### src/rtl/fp32_adder.sv
// rtl/fp32_adder.sv - IEEE-754 binary32 adder, round-to-nearest-even
// Multi-cycle FSM with stb/ack handshakes on A, B and Z.
module fp32_adder (
  input  logic        clk,
  input  logic        rst,
  input  logic [31:0] input_a,
  input  logic        input_a_stb,
  output logic        input_a_ack,
  input  logic [31:0] input_b,
  input  logic        input_b_stb,
  output logic        input_b_ack,
  output logic [31:0] output_z,
  output logic        output_z_stb,
  input  logic        output_z_ack
);

  typedef enum logic [3:0] {
    GET_A, GET_B, UNPACK, SPECIAL, ALIGN, ADD0, ADD1,
    NORM1, NORM2, ROUND, PACK, PUT_Z
  } state_t;

  localparam logic signed [9:0] E_MIN  = -10'sd126;
  localparam logic signed [9:0] E_ZERO = -10'sd127;
  localparam logic signed [9:0] E_MAX  = 10'sd127;
  localparam logic signed [9:0] E_INF  = 10'sd128;
  localparam logic signed [9:0] BIAS   = 10'sd127;

  state_t             state;
  logic [31:0]        a, b;
  logic [26:0]        a_m, b_m;
  logic [23:0]        z_m;
  logic signed [9:0]  a_e, b_e, z_e;
  logic               a_s, b_s, z_s;
  logic               guard, round_bit, sticky;
  logic [27:0]        sum;

  logic signed [9:0]  e_diff;
  logic [7:0]         z_biased;
  logic               a_inf, b_inf, a_nan, b_nan, a_zero, b_zero;

  assign e_diff   = a_e - b_e;
  assign z_biased = z_e[7:0] + 8'd127;
  assign a_inf    = (a_e == E_INF);
  assign b_inf    = (b_e == E_INF);
  assign a_nan    = a_inf && (|a_m);
  assign b_nan    = b_inf && (|b_m);
  assign a_zero   = (a_e == E_ZERO) && !(|a_m);
  assign b_zero   = (b_e == E_ZERO) && !(|b_m);

  always_ff @(posedge clk or negedge rst) begin
    if (!rst) begin
      state        <= GET_A;
      input_a_ack  <= 1'b0;
      input_b_ack  <= 1'b0;
      output_z     <= 32'd0;
      output_z_stb <= 1'b0;
      a            <= 32'd0;
      b            <= 32'd0;
      a_m          <= 27'd0;
      b_m          <= 27'd0;
      z_m          <= 24'd0;
      a_e          <= 10'sd0;
      b_e          <= 10'sd0;
      z_e          <= 10'sd0;
      a_s          <= 1'b0;
      b_s          <= 1'b0;
      z_s          <= 1'b0;
      guard        <= 1'b0;
      round_bit    <= 1'b0;
      sticky       <= 1'b0;
      sum          <= 28'd0;
    end else begin
      case (state)
        GET_A: begin
          input_a_ack <= 1'b1;
          if (input_a_ack && input_a_stb) begin
            a           <= input_a;
            input_a_ack <= 1'b0;
            state       <= GET_B;
          end
        end
        GET_B: begin
          input_b_ack <= 1'b1;
          if (input_b_ack && input_b_stb) begin
            b           <= input_b;
            input_b_ack <= 1'b0;
            state       <= UNPACK;
          end
        end
        UNPACK: begin
          a_m   <= {1'b0, a[22:0], 3'd0};
          b_m   <= {1'b0, b[22:0], 3'd0};
          a_e   <= $signed({2'b00, a[30:23]}) - BIAS;
          b_e   <= $signed({2'b00, b[30:23]}) - BIAS;
          a_s   <= a[31];
          b_s   <= b[31];
          state <= SPECIAL;
        end
        SPECIAL: begin
          state        <= PUT_Z;
          output_z_stb <= 1'b1;
          if (a_nan || b_nan || (a_inf && b_inf && (a_s != b_s)))
            output_z <= 32'h7FC00000;
          else if (a_inf)
            output_z <= {a_s, 8'hFF, 23'd0};
          else if (b_inf)
            output_z <= {b_s, 8'hFF, 23'd0};
          else if (a_zero && b_zero)
            output_z <= {a_s & b_s, 31'd0};
          else if (a_zero)
            output_z <= b;
          else if (b_zero)
            output_z <= a;
          else begin
            // Subnormals keep a zero hidden bit but use the minimum exponent.
            output_z_stb <= 1'b0;
            state        <= ALIGN;
            if (a_e == E_ZERO) a_e <= E_MIN;
            else               a_m[26] <= 1'b1;
            if (b_e == E_ZERO) b_e <= E_MIN;
            else               b_m[26] <= 1'b1;
          end
        end
        ALIGN: begin
          // Beyond 25 steps only the sticky bit survives, so finish in one go.
          if (a_e == b_e)
            state <= ADD0;
          else if (e_diff > 10'sd25) begin
            b_e <= a_e;
            b_m <= {26'd0, |b_m};
          end else if (e_diff > 10'sd0) begin
            b_e <= b_e + 10'sd1;
            b_m <= {1'b0, b_m[26:2], b_m[1] | b_m[0]};
          end else if (e_diff < -10'sd25) begin
            a_e <= b_e;
            a_m <= {26'd0, |a_m};
          end else begin
            a_e <= a_e + 10'sd1;
            a_m <= {1'b0, a_m[26:2], a_m[1] | a_m[0]};
          end
        end
        ADD0: begin
          z_e   <= a_e;
          state <= ADD1;
          if (a_s == b_s) begin
            sum <= {1'b0, a_m} + {1'b0, b_m};
            z_s <= a_s;
          end else if (a_m > b_m) begin
            sum <= {1'b0, a_m - b_m};
            z_s <= a_s;
          end else if (a_m < b_m) begin
            sum <= {1'b0, b_m - a_m};
            z_s <= b_s;
          end else begin
            sum <= 28'd0;
            z_s <= 1'b0;
          end
        end
        ADD1: begin
          state <= NORM1;
          if (sum[27]) begin
            z_m       <= sum[27:4];
            guard     <= sum[3];
            round_bit <= sum[2];
            sticky    <= sum[1] | sum[0];
            z_e       <= z_e + 10'sd1;
          end else begin
            z_m       <= sum[26:3];
            guard     <= sum[2];
            round_bit <= sum[1];
            sticky    <= sum[0];
          end
        end
        NORM1: begin
          // An exactly zero sum skips straight to the minimum exponent.
          if ({z_m, guard, round_bit, sticky} == 27'd0) begin
            z_e   <= E_MIN;
            state <= NORM2;
          end else if (!z_m[23] && (z_e > E_MIN)) begin
            z_e       <= z_e - 10'sd1;
            z_m       <= {z_m[22:0], guard};
            guard     <= round_bit;
            round_bit <= 1'b0;
          end else
            state <= NORM2;
        end
        NORM2: begin
          if (z_e < E_MIN) begin
            z_e       <= z_e + 10'sd1;
            z_m       <= {1'b0, z_m[23:1]};
            guard     <= z_m[0];
            round_bit <= guard;
            sticky    <= sticky | round_bit;
          end else
            state <= ROUND;
        end
        ROUND: begin
          state <= PACK;
          if (guard && (round_bit || sticky || z_m[0])) begin
            if (&z_m) begin
              z_m <= 24'h800000;
              z_e <= z_e + 10'sd1;
            end else
              z_m <= z_m + 24'd1;
          end
        end
        PACK: begin
          state        <= PUT_Z;
          output_z_stb <= 1'b1;
          if (z_e > E_MAX)
            output_z <= {z_s, 8'hFF, 23'd0};
          else if ((z_e == E_MIN) && !z_m[23])
            output_z <= {z_s, 8'd0, z_m[22:0]};
          else
            output_z <= {z_s, z_biased, z_m[22:0]};
        end
        PUT_Z: begin
          if (output_z_stb && output_z_ack) begin
            output_z_stb <= 1'b0;
            state        <= GET_A;
          end
        end
        default: state <= GET_A;
      endcase
    end
  end

endmodule

### config.mk
export PLATFORM = sky130hd
export DESIGN_NAME = fp32_adder
export DESIGN_NICKNAME = d
export VERILOG_FILES = /design/src/rtl/fp32_adder.sv
export SDC_FILE = /design/constraint.sdc
export NUM_CORES = 1
export LEC_CHECK = 0
export ABC_AREA = 1
export BUFFER_PORTS_ARGS = -buffer_cell sky130_fd_sc_hd__buf_2
export CAP_MARGIN = 20
export CORE_UTILIZATION = 40
export CTS_BUF_LIST = sky130_fd_sc_hd__clkbuf_8
export CTS_CLUSTER_SIZE = 20
export DETAILED_ROUTE_END_ITERATION = 12
export PLACE_DENSITY = 0.65
export SYNTH_ARGS = -nofsm -noshare
export SYNTH_HDL_FRONTEND = slang
export SYNTH_SLANG_ARGS = --single-unit
export TNS_END_PERCENT = 1
### constraint.sdc
create_clock -name clk -period 7.8 [get_ports clk]
set_input_delay 0.39 -clock clk [delete_from_list [all_inputs] [get_ports clk]]
set_output_delay 0.39 -clock clk [all_outputs]
set_load 0.02 [all_outputs]
==> results_tabular.tex <==
\begin{tabular}{lr}
\hline
Metric & Value \\
\hline
\multicolumn{2}{l}{\textbf{Route}} \\
\quad 1st-iter DRT viols & 2,410 \\
\quad First-pass iteration count of the detailed router & 6 \\
\quad Number of DRC violations after detailed routing & 0 \\
\quad Average via count per standard cell & 5.51 \\
\quad Total Routed Length & 78,300 um \\
\quad Wirelength per Cell & 19.6 um \\
\quad Vias after detailed routing & 22,077 \\
\quad Post-route antenna net violation count & 0 \\
\multicolumn{2}{l}{\textbf{Synthesis}} \\
\quad Count of state elements after synthesis & 245 \\
\quad Library cells used by synthesis & 52 \\
\quad Cell Area, Synth & 20,400 sq um \\
\quad Compound-cell area share of the yosys netlist & 0.166 \\
\quad Post-synthesis share of cell area spent on full adders, half adders and majority gates & 0.0665 \\
\quad Synthesized instance count & 3,201 \\
\quad Post-synthesis sequential area ratio & 0.301 \\
\quad Number of warnings printed during yosys synthesis & 0 \\
\quad Portion of netlist area occupied by mux cells & 0.00264 \\
\quad Synthesized-area fraction occupied by and/or/nand/nor cells & 0.337 \\
\quad Post-synth EDFFs & 0 \\
\quad Main combinational cell family by area after synthesis & simple AND/OR/NAND/NOR gates \\
\quad Main flop type after synthesis & dfrtp\_1 \\
\quad Post-synthesis net count & 3,376 \\
\quad Synth Area in XOR/XNOR & 0.0258 \\
\quad Mean Syn Cell Area & 6.37 sq um \\
\quad Fraction of registers with async set or reset after synthesis & 1.00 \\
\multicolumn{2}{l}{\textbf{Run status}} \\
\quad Outcome & finished, final reports clean \\
\multicolumn{2}{l}{\textbf{Timing}} \\
\quad Worst slew margin relative to its limit & 0.238 \\
\quad Final setup violating endpoints & 0 \\
\quad Hold Violations, Final & 0 \\
\quad Final min period & 3.93 ns \\
\quad Worst hold slack across all endpoints & 0.0221 ns \\
\quad Final Max Slew Viols & 0 \\
\quad Highest clock rate & 254 MHz \\
\quad Period utilisation layout & 0.504 \\
\quad Slew @ Worst Pin & 1.14 ns \\
\quad Fin Clk Skew & 0.0553 ns \\
\quad RSZ-0062 raised after global routing & false \\
\quad Setup TNS & 0 ns \\
\multicolumn{2}{l}{\textbf{Placed design}} \\
\quad RePlAce Congestion & 1.07 \\
\quad Number of buffers inserted by port buffering & 103 \\
\quad Placed wire-length estimate after detailed placement & 59,900 um \\
\quad Total instance count after detailed placement & 3,859 \\
\multicolumn{2}{l}{\textbf{Critical path}} \\
\quad Kind of critical path & flop to flop \\
\quad R2R Path End & a\_m[7]\$\_DFFE\_PN0P\_ \\
\quad Startpoint type of the worst setup path & flop \\
\quad Critical path required time & 8.40 ns \\
\quad Setup crit end kind & flop \\
\quad Last element of the critical path & a\_m[7]\$\_DFFE\_PN0P\_ \\
\quad Critical path launch point & a\_e[0]\$\_DFFE\_PN0P\_ \\
\quad R2r setup slk & 3.87 ns \\
\quad Worst reg2reg path depth & 18 \\
\quad Arr. time, crit path & 4.53 ns \\
\quad Crit Reg-Reg Startpoint & a\_e[0]\$\_DFFE\_PN0P\_ \\
\quad Worst Path Max Fanout & 29 \\
\multicolumn{2}{l}{\textbf{Global route}} \\
\quad Antenna violations before repair & 1 \\
\quad GR Overflow Total & 0 \\
\quad Wire length of the first global-routing pass & 121,000 um \\
\quad Largest net degree at the start of global routing & 111 \\
\quad Total global routing track utilization & 0.297 \\
\quad Vias in the first global route & 20,611 \\
\multicolumn{2}{l}{\textbf{Cells and area}} \\
\quad Most frequent cells in the layout & nand2\_1, inv\_1, nor2\_1, o21ai\_0, dfrtp\_1 \\
\quad Share of cells above drive strength 1 & 0.0766 \\
\quad Most common cell after layout, fill and taps aside & nand2\_1 \\
\quad Post-route core utilization & 0.458 \\
\quad Filler-free cell count of the finished design & 4,004 \\
\quad Number of nets in the layout & 3,471 \\
\quad Synth-to-layout area growth & 12.7\% \\
\multicolumn{2}{l}{\textbf{Job}} \\
\quad Max-cap violations & 0 \\
\multicolumn{2}{l}{\textbf{Clock network}} \\
\quad Clock-pin slew on the worst setup and hold paths & 0.06 ns \\
\quad Number of gates given a new drive strength after cts & 0 \\
\quad Sinks on the clock net & 245 \\
\quad Number of buffers created by CTS & 46 \\
\quad Number of setup buffers added after CTS & 0 \\
\quad Clock tree from TritonCTS & yes \\
\quad H-tree depth reported by CTS & 2 \\
\quad CTS root buf & clkbuf\_8 \\
\quad Longest Clk Path Bufs & 3 \\
\quad Worst skew pair latency & 0.67 ns \\
\multicolumn{2}{l}{\textbf{Floorplan}} \\
\quad I/O pins & 104 \\
\quad Die boundary height & 228 um \\
\quad Die width & 228 um \\
\quad Core Footprint & 50,200 sq um \\
\quad Die Area & 51,900 sq um \\
\quad FP Rows & 82 \\
\quad Starting utilization of the core area & 0.406 \\
\multicolumn{2}{l}{\textbf{Worst hold path}} \\
\quad Hold/Removal Path Class & input port to flop \\
\hline
\end{tabular}
critical path, cell delays in order, from the launching register on:
cell	delay (ns)
dfrtp_1	0.48
inv_1	0.22
ha_1	0.20
inv_1	0.08
fa_1	0.42
nand3_1	0.13
nand3_1	0.14
nand2_1	0.13
nand2_1	0.07
nand2_1	0.07
nand2_1	0.06
nor2_1	0.09
nand4_1	0.44
nand2_1	0.44
buf_4	0.40
nand3_1	0.10
o21ai_0	0.17
nand2_1	0.15
nand2_1	0.08
routing by layer:
metal | routed length, um | vias to the layer above | global-route usage
li1 | - | 10580 | -
met1 | 34500 | 10334 | 0.419
met2 | 33700 | 982 | 0.445
met3 | 6680 | 181 | 0.0501
met4 | 3370 | 0 | 0.128
met5 | 0 | - | 0
per-stage QoR:
| step | area (sq um) | setup WS, ns |
|---|---|---|
| floorplan | 20400 | 5.23 |
| global route | 23000 | 3.47 |
| detailed placement | 21300 | 3.91 |
| global placement | 21300 | 3.89 |
| CTS | 23000 | 3.94 |
| finish | 23000 | 3.87 |
flip-flops by register name, indices dropped and copies added, names as in the netlist, 4 cells and up:
name	flops
a_e	10
output_z	32
b_e	10
a_m	27
b_m	27
b	32
state	4
z_e	10
z_m	24
a	32
sum	28
how the worst min path moves through the flow:
stage,depth (start not counted),slack [ns],start,end
after floorplan,0,0.09,rst,a[0]$_DFFE_PN0P_
after global placement,2,0.47,output_z[29]$_DFFE_PN0P_,output_z[29]$_DFFE_PN0P_
after detailed placement,2,0.46,output_z[22]$_DFFE_PN0P_,output_z[22]$_DFFE_PN0P_
after CTS,3,0.005,input_b[13],b[13]$_DFFE_PN0P_
after global routing,3,0.02,input_a[30],a[30]$_DFFE_PN0P_
final,3,0.02,input_b[13],b[13]$_DFFE_PN0P_
logic make-up (layout without fill, tap and decap cells):
group | after synthesis | count (layout)
AO/OA/AOI/OAI | 620 | 620
XOR/XNOR | 60 | 60
adder cells (fa/ha/maj) | 106 | 106
buffers and inverters | 527 | 656
flip-flops | 245 | 245
multiplexers | 5 | 5
other | 0 | 2
AND/OR/NAND/NOR | 1638 | 1638
timing repair:
item | in CTS | in global routing
hold buffers | 60 | 0
endpoints found under the hold margin | 167 | 0
endpoints found under the setup margin | 0 | 0
area by class of cell:
cell class	count	area [sq um]
well taps	672	841
inverters	387	1450
repair buffers	187	1310
flip-flops and latches	245	6130
clock inverters	28	287
fillers	5356	27200
diodes	2	5.00
clock buffers	54	743
multi-input cells	2429	12200
cells in the mapped netlist, types with 8 or more instances:
cell type	count	area (sq um)
nand2_1	953	3580
ha_1	102	1280
o21bai_1	17	128
xor2_1	51	447
a31oi_1	12	75.1
o211ai_1	14	105
o22ai_1	8	50.1
clkbuf_1	73	274
nor2_2	12	75.1
inv_2	11	41.3
nor4_1	11	68.8
nand4_1	59	369
a21oi_1	221	1110
o21ai_1	14	70.1
inv_1	375	1410
nand3b_1	13	97.6
or2_2	9	56.3
nand3_1	228	1140
buf_2	55	275
o21ai_0	277	1390
dfrtp_1	245	6130
nor2_1	297	1110
o221ai_1	8	70.1
nor3_1	32	160
a22oi_1	22	165
xnor2_1	9	78.8
Power is left out: the tool's default activity adds up to more than one toggle a clock period on the data nets, which glitch-free logic cannot reach.
